[src/rtl/key_debounce.sv]
// Per-key pad conditioning: 2-flop synchronizer, counter debounce, press/release pulses
// and an optional hold-to-repeat generator. key_state is active-high regardless of pad polarity.
module key_debounce #(
   parameter int N_KEYS          = 4,
   parameter int KEY_ACTIVE_LOW  = 1,
   parameter int DEBOUNCE_CYCLES = 500000,
   parameter int REPEAT_DELAY    = 0,
   parameter int REPEAT_RATE     = 5000000
) (
   input  logic              clk_clk,
   input  logic              reset_reset_n,
   input  logic [N_KEYS-1:0] key_raw,
   output logic [N_KEYS-1:0] key_state,
   output logic [N_KEYS-1:0] key_press,
   output logic [N_KEYS-1:0] key_release,
   output logic [N_KEYS-1:0] key_repeat
);

   localparam int DW   = $clog2(DEBOUNCE_CYCLES);
   localparam int RMAX = (REPEAT_DELAY > REPEAT_RATE) ? REPEAT_DELAY : REPEAT_RATE;
   localparam int RW   = $clog2(RMAX + 1);

   localparam logic [DW-1:0] DC_MAX = DW'(DEBOUNCE_CYCLES - 1);
   localparam logic [RW-1:0] RD_MAX = RW'((REPEAT_DELAY > 0) ? REPEAT_DELAY - 1 : 0);
   localparam logic [RW-1:0] RR_MAX = RW'(REPEAT_RATE - 1);

   localparam logic [1:0] ST_REL  = 2'd0;
   localparam logic [1:0] ST_HOLD = 2'd1;
   localparam logic [1:0] ST_REPT = 2'd2;

   // Pad level that means "not pressed"; the synchronizer resets to it so reset never looks like a press.
   localparam logic [N_KEYS-1:0] RELEASED_PAD = {N_KEYS{(KEY_ACTIVE_LOW != 0)}};

   logic [N_KEYS-1:0] r_sync1;
   logic [N_KEYS-1:0] r_sync2;
   logic [N_KEYS-1:0] w_pressed;

   always_ff @(posedge clk_clk) begin
      if (!reset_reset_n) begin
         r_sync1 <= RELEASED_PAD;
         r_sync2 <= RELEASED_PAD;
      end else begin
         r_sync1 <= key_raw;
         r_sync2 <= r_sync1;
      end
   end

   assign w_pressed = r_sync2 ^ RELEASED_PAD;

   for (genvar g = 0; g < N_KEYS; g++) begin : g_key
      logic [DW-1:0] r_dcnt;
      logic [RW-1:0] r_rcnt;
      logic [1:0]    r_rstate;
      logic          r_keyState;
      logic          r_press;
      logic          r_release;
      logic          r_repeat;
      logic          w_change;
      logic          w_accept;
      logic          w_pressAcc;
      logic          w_relAcc;

      assign w_change   = (w_pressed[g] != r_keyState);
      assign w_accept   = w_change && (r_dcnt == DC_MAX);
      assign w_pressAcc = w_accept &&  w_pressed[g];
      assign w_relAcc   = w_accept && !w_pressed[g];

      always_ff @(posedge clk_clk) begin
         if (!reset_reset_n) begin
            r_dcnt     <= '0;
            r_keyState <= 1'b0;
            r_press    <= 1'b0;
            r_release  <= 1'b0;
         end else begin
            r_press   <= 1'b0;
            r_release <= 1'b0;
            if (!w_change) begin
               r_dcnt <= '0;
            end else if (r_dcnt == DC_MAX) begin
               r_keyState <= w_pressed[g];
               r_dcnt     <= '0;
               r_press    <= w_pressed[g];
               r_release  <= !w_pressed[g];
            end else begin
               r_dcnt <= r_dcnt + 1'b1;
            end
         end
      end

      // Driven from the accept event rather than the registered pulse so the first repeat
      // lands exactly REPEAT_DELAY cycles after key_press; release wins over a coincident repeat.
      always_ff @(posedge clk_clk) begin
         if (!reset_reset_n) begin
            r_rstate <= ST_REL;
            r_rcnt   <= '0;
            r_repeat <= 1'b0;
         end else begin
            r_repeat <= 1'b0;
            case (r_rstate)
               ST_REL: begin
                  if (w_pressAcc) begin
                     r_rstate <= ST_HOLD;
                     r_rcnt   <= '0;
                  end
               end
               ST_HOLD: begin
                  if (w_relAcc) begin
                     r_rstate <= ST_REL;
                     r_rcnt   <= '0;
                  end else if (REPEAT_DELAY == 0) begin
                     r_rcnt <= '0;
                  end else if (r_rcnt == RD_MAX) begin
                     r_repeat <= 1'b1;
                     r_rstate <= ST_REPT;
                     r_rcnt   <= '0;
                  end else begin
                     r_rcnt <= r_rcnt + 1'b1;
                  end
               end
               ST_REPT: begin
                  if (w_relAcc) begin
                     r_rstate <= ST_REL;
                     r_rcnt   <= '0;
                  end else if (r_rcnt == RR_MAX) begin
                     r_repeat <= 1'b1;
                     r_rcnt   <= '0;
                  end else begin
                     r_rcnt <= r_rcnt + 1'b1;
                  end
               end
               default: begin
                  r_rstate <= ST_REL;
                  r_rcnt   <= '0;
               end
            endcase
         end
      end

      assign key_state[g]   = r_keyState;
      assign key_press[g]   = r_press;
      assign key_release[g] = r_release;
      assign key_repeat[g]  = r_repeat;
   end

endmodule

[config.mk]
export PLATFORM = sky130hd
export DESIGN_NAME = key_debounce
export DESIGN_NICKNAME = d
export VERILOG_FILES = /design/src/rtl/key_debounce.sv
export SDC_FILE = /design/constraint.sdc
export NUM_CORES = 1
export LEC_CHECK = 0
export CAP_MARGIN = 0
export CORE_MARGIN = 1
export CORE_UTILIZATION = 60
export DETAILED_ROUTE_END_ITERATION = 8
export PLACE_DENSITY_LB_ADDON = 0.25
export SLEW_MARGIN = 20
export SYNTH_ARGS = -nofsm -noshare
export SYNTH_HDL_FRONTEND = slang
export SYNTH_SLANG_ARGS = --single-unit
export TNS_END_PERCENT = 1
[constraint.sdc]
create_clock -name clk_clk -period 3.3 [get_ports clk_clk]
set_clock_uncertainty 0.1 [all_clocks]
set_input_delay 0.495 -clock clk_clk [delete_from_list [all_inputs] [get_ports clk_clk]]
set_output_delay 0.495 -clock clk_clk [all_outputs]
set_load 0.03 [all_outputs]
==> results of run 1 <==
## sequential cells by signal (all words and copies together) (netlist names)
register,cells
g_key.r_release,4
r_sync2,4
g_key.r_press,4
g_key.r_dcnt,76
r_sync1,4
g_key.r_keyState,4
## cell families after synthesis
group	count (synthesis)	share of synthesized area
other cells	1	0.0008957
xor+xnor	61	0.1276
mux	1	0.002391
flops	96	0.4591
compound gates	27	0.04603
buf+inv	42	0.05649
simple gates	241	0.2956
fa+ha+maj	4	0.01196
## worst max-delay path, stage by stage, from the launching register on
cell and delay (ns):
dfxtp_1 0.39, or4_1 0.55, or4_4 0.56, o221ai_4 0.45, nor2_1 0.11
## how the worst max path moves through the flow
| stage | startpoint | end | slack, ns | depth (start not counted) |
|---|---|---|---|---|
| after floorplan | g_key[3].r_dcnt[5]$_SDFF_PP0_ | g_key[3].r_dcnt[10]$_SDFF_PP0_ | 1.18 | 6 |
| after global placement | g_key[3].r_dcnt[5]$_SDFF_PP0_ | g_key[3].r_dcnt[13]$_SDFF_PP0_ | 1.09 | 4 |
| after detailed placement | g_key[3].r_dcnt[5]$_SDFF_PP0_ | g_key[3].r_dcnt[13]$_SDFF_PP0_ | 1.00 | 4 |
| after CTS | g_key[3].r_dcnt[5]$_SDFF_PP0_ | g_key[3].r_dcnt[13]$_SDFF_PP0_ | 0.99 | 4 |
| after global routing | g_key[3].r_dcnt[5]$_SDFF_PP0_ | g_key[3].r_dcnt[2]$_SDFF_PP0_ | 0.85 | 4 |
| final | g_key[3].r_dcnt[5]$_SDFF_PP0_ | g_key[3].r_dcnt[13]$_SDFF_PP0_ | 1.0 | 4 |
## metal layers
layer	wire length, um	up-vias	track usage	share of wire
li1	-	1630	-	-
met1	3462	1461	0.2751	0.49
met2	3277	63	0.3440	0.46
met3	329	6	0.03369	0.046
met4	64	0	0.09545	0.0090
met5	0	-	0	0
## power breakdown
part	switching, mW	internal, mW
clock	0.374	0.312
sequential	0.00426	1.16
combinational	0.0207	0.0133
## area by class of cell
cell class	count	area, um^2	area share
Inverter	14	52.55	0.01171
Sequential cell	96	1922	0.4282
Clock buffer	13	158.9	0.03541
Clock inverter	2	15.01	0.003345
Timing Repair Buffer	21	200.2	0.04461
Tap cell	80	100.1	0.02230
Multi-Input combinational cell	338	2039	0.4544
## layout by cell type, fill, tap and decap left out, types with 7 or more instances in the layout
master and n:
a21oi_1 9, clkbuf_8 11, clkdlybuf4s50_1 17, dfxtp_1 96
inv_1 14, nand2_1 27, nand2b_1 9, nand3_1 26
nand4_1 24, nor2_1 80, nor3_1 13, nor4_1 24
or4_1 7, xnor2_1 45, xor2_1 16
==> impl_results.md, run 1 <==
* Total number of vias at approximately 3200
* Number of synthesized flops with an enable pin at 0
* Worst reg2reg endpoint: g_key[3].r_dcnt[13]$_SDFF_PP0_
* Clock sink count at 96
* Syn Std Cell Area at around 4200 um^2
* Crit-path max FO at 19
* Setup slack at placement at 1.002 ns
* GRT overflow at 0
* Fillers at 562
* Finished Layout Cells at 564
* Largest net degree at the start of global routing at 21
* CP arrival at ~2.4 ns
* Avg Synthesized Cell Area at 8.851 um^2
* Most used DFF post-synth: dfxtp_1
* Vias in the first global route at 2910
* Max-Cap Viols at 0
* Antenna viol nets, final at 0
* Synthesis-stage register bit count at 96
* Starting DRC count in detailed routing at 88
* Routed WL per cell at 12.65 um
* Ports at 22
* Nets at between 400 and 500
* RSZ-0062 raised after global routing: false
* CTS resizes at 0
* FP Rows at 30
* Dpl cell area at 4314 um^2
* Post-synth top area cell: dfxtp_1
* Initial core utilization at 0.6196
* Clk pin slew, worst setup/hold paths at ~0.09 ns
* Status: completed
* CTS tree: done
* Clock H-tree levels at 3
* Worst hold path depth at 1
* Pwr Total at 1.888 mW
* CTS Hold Bufs at 0
* Synth Warn # at 0
* Crit Reg-Reg Startpoint: g_key[3].r_dcnt[5]$_SDFF_PP0_
* Sequential area share after synthesis at 0.4591
* Number of placed instances, taps included at around 550
* Post-CTS setup repair buffer count at 0
* Gr usage total at 0.2102
* Hpwl dp at 4.962 mm
* Final TNS setup at 0 ns
* Async SR Flop Fraction at 0
* Placer congestion estimate at 0.8216
* Top-area cell type share of the netlist area at 0.4591
* Share of layout cells above drive strength 1 at 0.04959
* CTS Buf Count at 9
* Root buffer cell: clkbuf_8
* Worst min-delay path class: reg2reg
* Synth area leaders: dfxtp_1, xnor2_1, nor2_1, nand4_1, nor4_1
* Slew Limit Fails at 0
* Tmin final at roughly 2.3 ns
* WS Path Type: reg2reg
* Final Cell Area at around 4500 um^2
* Slew @ Worst Pin at 0.5496 ns
* Cell count after synthesis at ~470
* Clock Tree Buf Depth at 2
* Count leader, synth: dfxtp_1
* Synth cell count leaders: dfxtp_1, nor2_1, xnor2_1
* Chip Width at 85.53 um
* Post-layout util at 0.6643
* Slew Limit Headroom at 0.6336
* Die area at between 7000 and 8000 um^2
* Vias per inst at 5.603
* R2R cell count at 4
* Final worst-path cycle share at 0.6980
* Leakage at 1.316 nW
* Min-Delay Endpoint: r_sync2[2]$_SDFF_PN1_
* Setup WS post-layout at approximately 1.0 ns
* Final Hold Fails at 0
* Final hold slack at 0.3151 ns
* Synth cell types at 42
* Flop-to-flop setup slack at about 1.0 ns
* Final Setup Violations at 0
* PortBufs at 17
* Startpoint types: register
* DIE HEIGHT at 85.53 um
* F_max at 434.2 MHz
* P&R area growth vs syn at 7.203%
* Post-Route WL at 7.133 mm
* Initial antenna violation count at 0
* Clk_lat worst skew at 0.35 ns
* Power Density at 420.7 nW/um^2
* DRC viols at 0
* 1st-pass router iterations at 4
* First-pass GRT wire length at 12.49 mm
* Max VDD drop at about 230 uV
* Diode count at 0
* Worst path required time at 3.41 ns
* Core footprint at 6756 um^2
* HP Start: r_sync1[2]$_SDFF_PN1_
* Crit end category: register
Note: power is estimated with default switching activity, not from simulation.
==> run 2, diff against run 1 <==
--- a/config.mk
+++ b/config.mk
@@ -7,7 +7,7 @@
 export LEC_CHECK = 0
 export CAP_MARGIN = 0
 export CORE_MARGIN = 1
-export CORE_UTILIZATION = 60
+export CORE_UTILIZATION = 59
 export DETAILED_ROUTE_END_ITERATION = 8
 export PLACE_DENSITY_LB_ADDON = 0.25
 export SLEW_MARGIN = 20
==> constraint.sdc (replaced) <==
create_clock -name clk_clk -period 2.38 [get_ports clk_clk]
set_clock_uncertainty 0.1 [all_clocks]
set_input_delay 0.357 -clock clk_clk [delete_from_list [all_inputs] [get_ports clk_clk]]
set_output_delay 0.357 -clock clk_clk [all_outputs]
set_load 0.03 [all_outputs]
==> run 2 against run 1 <==
  * Worst hold slack worse by 0.0063 ns
  * Final cell count is 3.7% higher
  * Combinational power is 48% higher
  * Largest cell class unchanged
==> impl_results.md, run 2 (synthesis results as in run 1) <==
* Clk_lat worst skew at 0.35 ns
* DIE HEIGHT at 86.24 um
* Final hold slack at 0.3088 ns
* Largest net degree at the start of global routing at 20
* CTS resizes at 0
* First-pass GRT wire length at 13.05 mm
* Post-CTS setup repair buffer count at 0
* CTS tree: done
* CP arrival at 2.26 ns
* Crit-path max FO at 19
* Commonest non-fill, non-tap cells in the layout: dfxtp_1, nor2_1, xnor2_1
* Startpoint types: register
* Sw frac at 0.2047
* Worst path required time at 2.53 ns
* FP Rows at 30
* Final worst-path cycle share at 0.8903
* Slew Limit Fails at 0
* Final Setup Violations at 0
* 1st-pass router iterations at 7
* Slew @ Worst Pin at ~0.68 ns
* Clock Tree Buf Depth at 2
* Clk pwr share at 0.389
* Final TNS setup at 0 ns
* Fillers at 591
* Flop-to-flop setup slack at 0.26 ns
* Initial core utilization at 0.6128
* Die area at 7436 um^2
* CTS Buf Count at 9
* F_max at 471.9 MHz
* Diode count at 0
* Worst min-delay path class: reg2reg
* Vias per inst at 5.487
* GRT overflow at 0
* Clock sink count at 96
* Ports at 22
* Status: completed
* Leakage at 1.362 nW
* Vias in the first global route at 3047
* RSZ-0062 raised after global routing: false
* Placer congestion estimate at 0.8615
* Final Hold Fails at 0
* Nets at 495
* Max-Cap Viols at 0
* P&R area growth vs syn at 9.534%
* Total number of vias at 3210
* Routed WL per cell at 12.60 um
* Most common cell after layout, fill and taps aside: dfxtp_1
* Clock H-tree levels at 3
* Slew Limit Headroom at 0.5483
* Starting DRC count in detailed routing at 134
* Gr usage total at 0.2180
* Pint at 2.174 mW
* Max VDD drop at about 350 uV
* WS Path Type: reg2reg
* Tmin final at 2.119 ns
* NetSw at 559.6 uW
* Flop pwr share at 0.592
* Hpwl dp at 5.102 mm
* Post-Route WL at 7.371 mm
* Largest register FFs at between 70 and 80
* Crit end category: register
* Clk pin slew, worst setup/hold paths at 0.09 ns
* Power Density at ~600 nW/um^2
* Reg with most FFs: g_key.r_dcnt
* Chip Width at 86.24 um
* Logic pwr share at 0.018
* Core footprint at about 7000 um^2
* Initial antenna violation count at 0
* Root buffer cell: clkbuf_8
* DRC viols at 0
* PortBufs at 17
* Share of layout cells above drive strength 1 at 0.06135
* CTS Hold Bufs at 0
* Antenna viol nets, final at 0
[run 2: cell count changes in the layout (fill, tap and decap cells not counted)]
cell / previous run / this run
buf_4: 4 / 8
o21ai_2: 0 / 1
clkinv_4: 0 / 1
o21ai_1: 1 / 0
clkinvlp_4: 2 / 0
buf_12: 0 / 1
bufinv_16: 0 / 1
[run 2: final timing paths]
kind	startpoint	endpoint	cells past startpoint
worst max-delay path	g_key[3].r_dcnt[10]$_SDFF_PP0_	g_key[3].r_dcnt[8]$_SDFF_PP0_	5
worst min-delay path	r_sync1[2]$_SDFF_PN1_	r_sync2[2]$_SDFF_PN1_	1
worst max register to register	g_key[3].r_dcnt[10]$_SDFF_PP0_	g_key[3].r_dcnt[8]$_SDFF_PP0_	5
worst min register to register	r_sync1[2]$_SDFF_PN1_	r_sync2[2]$_SDFF_PN1_	1
[run 2: critical path, stage by stage (launching register included)]
cell	delay (ns)
dfxtp_1	0.37
or4b_1	0.54
or4_4	0.58
o221ai_4	0.17
buf_12	0.18
nor2_1	0.05
[run 2: cell type report]
cell class,instances,area (um^2),share of cell area
clock buffers,13,158.9,0.03465
clock inverters,2,38.79,0.008458
well taps,96,120.1,0.02619
flip-flops and latches,96,1922,0.4191
inverters,14,52.55,0.01146
repair buffers,26,250.2,0.05457
multi-input cells,338,2043,0.4456
[run 2: per-layer routing]
layer	up-vias	track usage	share of wire	wire length (um)
met3	13	0.03333	0.033	242
li1	1643	-	-	-
met5	-	0	0	0
met2	60	0.3781	0.48	3539
met4	0	0.1015	0.019	140
met1	1494	0.2665	0.47	3450
[run 2: per-stage QoR]
stage | area [um^2] | total power [mW] | setup slack, ns | instances | utilization
finish | 4586 | 2.734 | 0.2610 | 585 | 0.6712
global route | 4586 | 2.825 | 0.1722 | 585 | 0.6712
CTS | 4582 | 2.754 | 0.1624 | 585 | 0.6707
detailed placement | 4384 | 1.708 | 0.1590 | 570 | 0.6418
global placement | 4384 | 1.707 | 0.2367 | 570 | 0.6418
floorplan | 4198 | 1.693 | 0.2625 | 476 | -
[run 2: power groups by stage]
stage	combinational, mW	clock (mW)	sequential [mW]
final	0.0504	1.06	1.62
after global routing	0.0559	1.15	1.62
after CTS	0.0509	1.08	1.62
after detailed placement	0.0507	0	1.66
after global placement	0.0498	0	1.66
after floorplan	0.0382	0	1.66
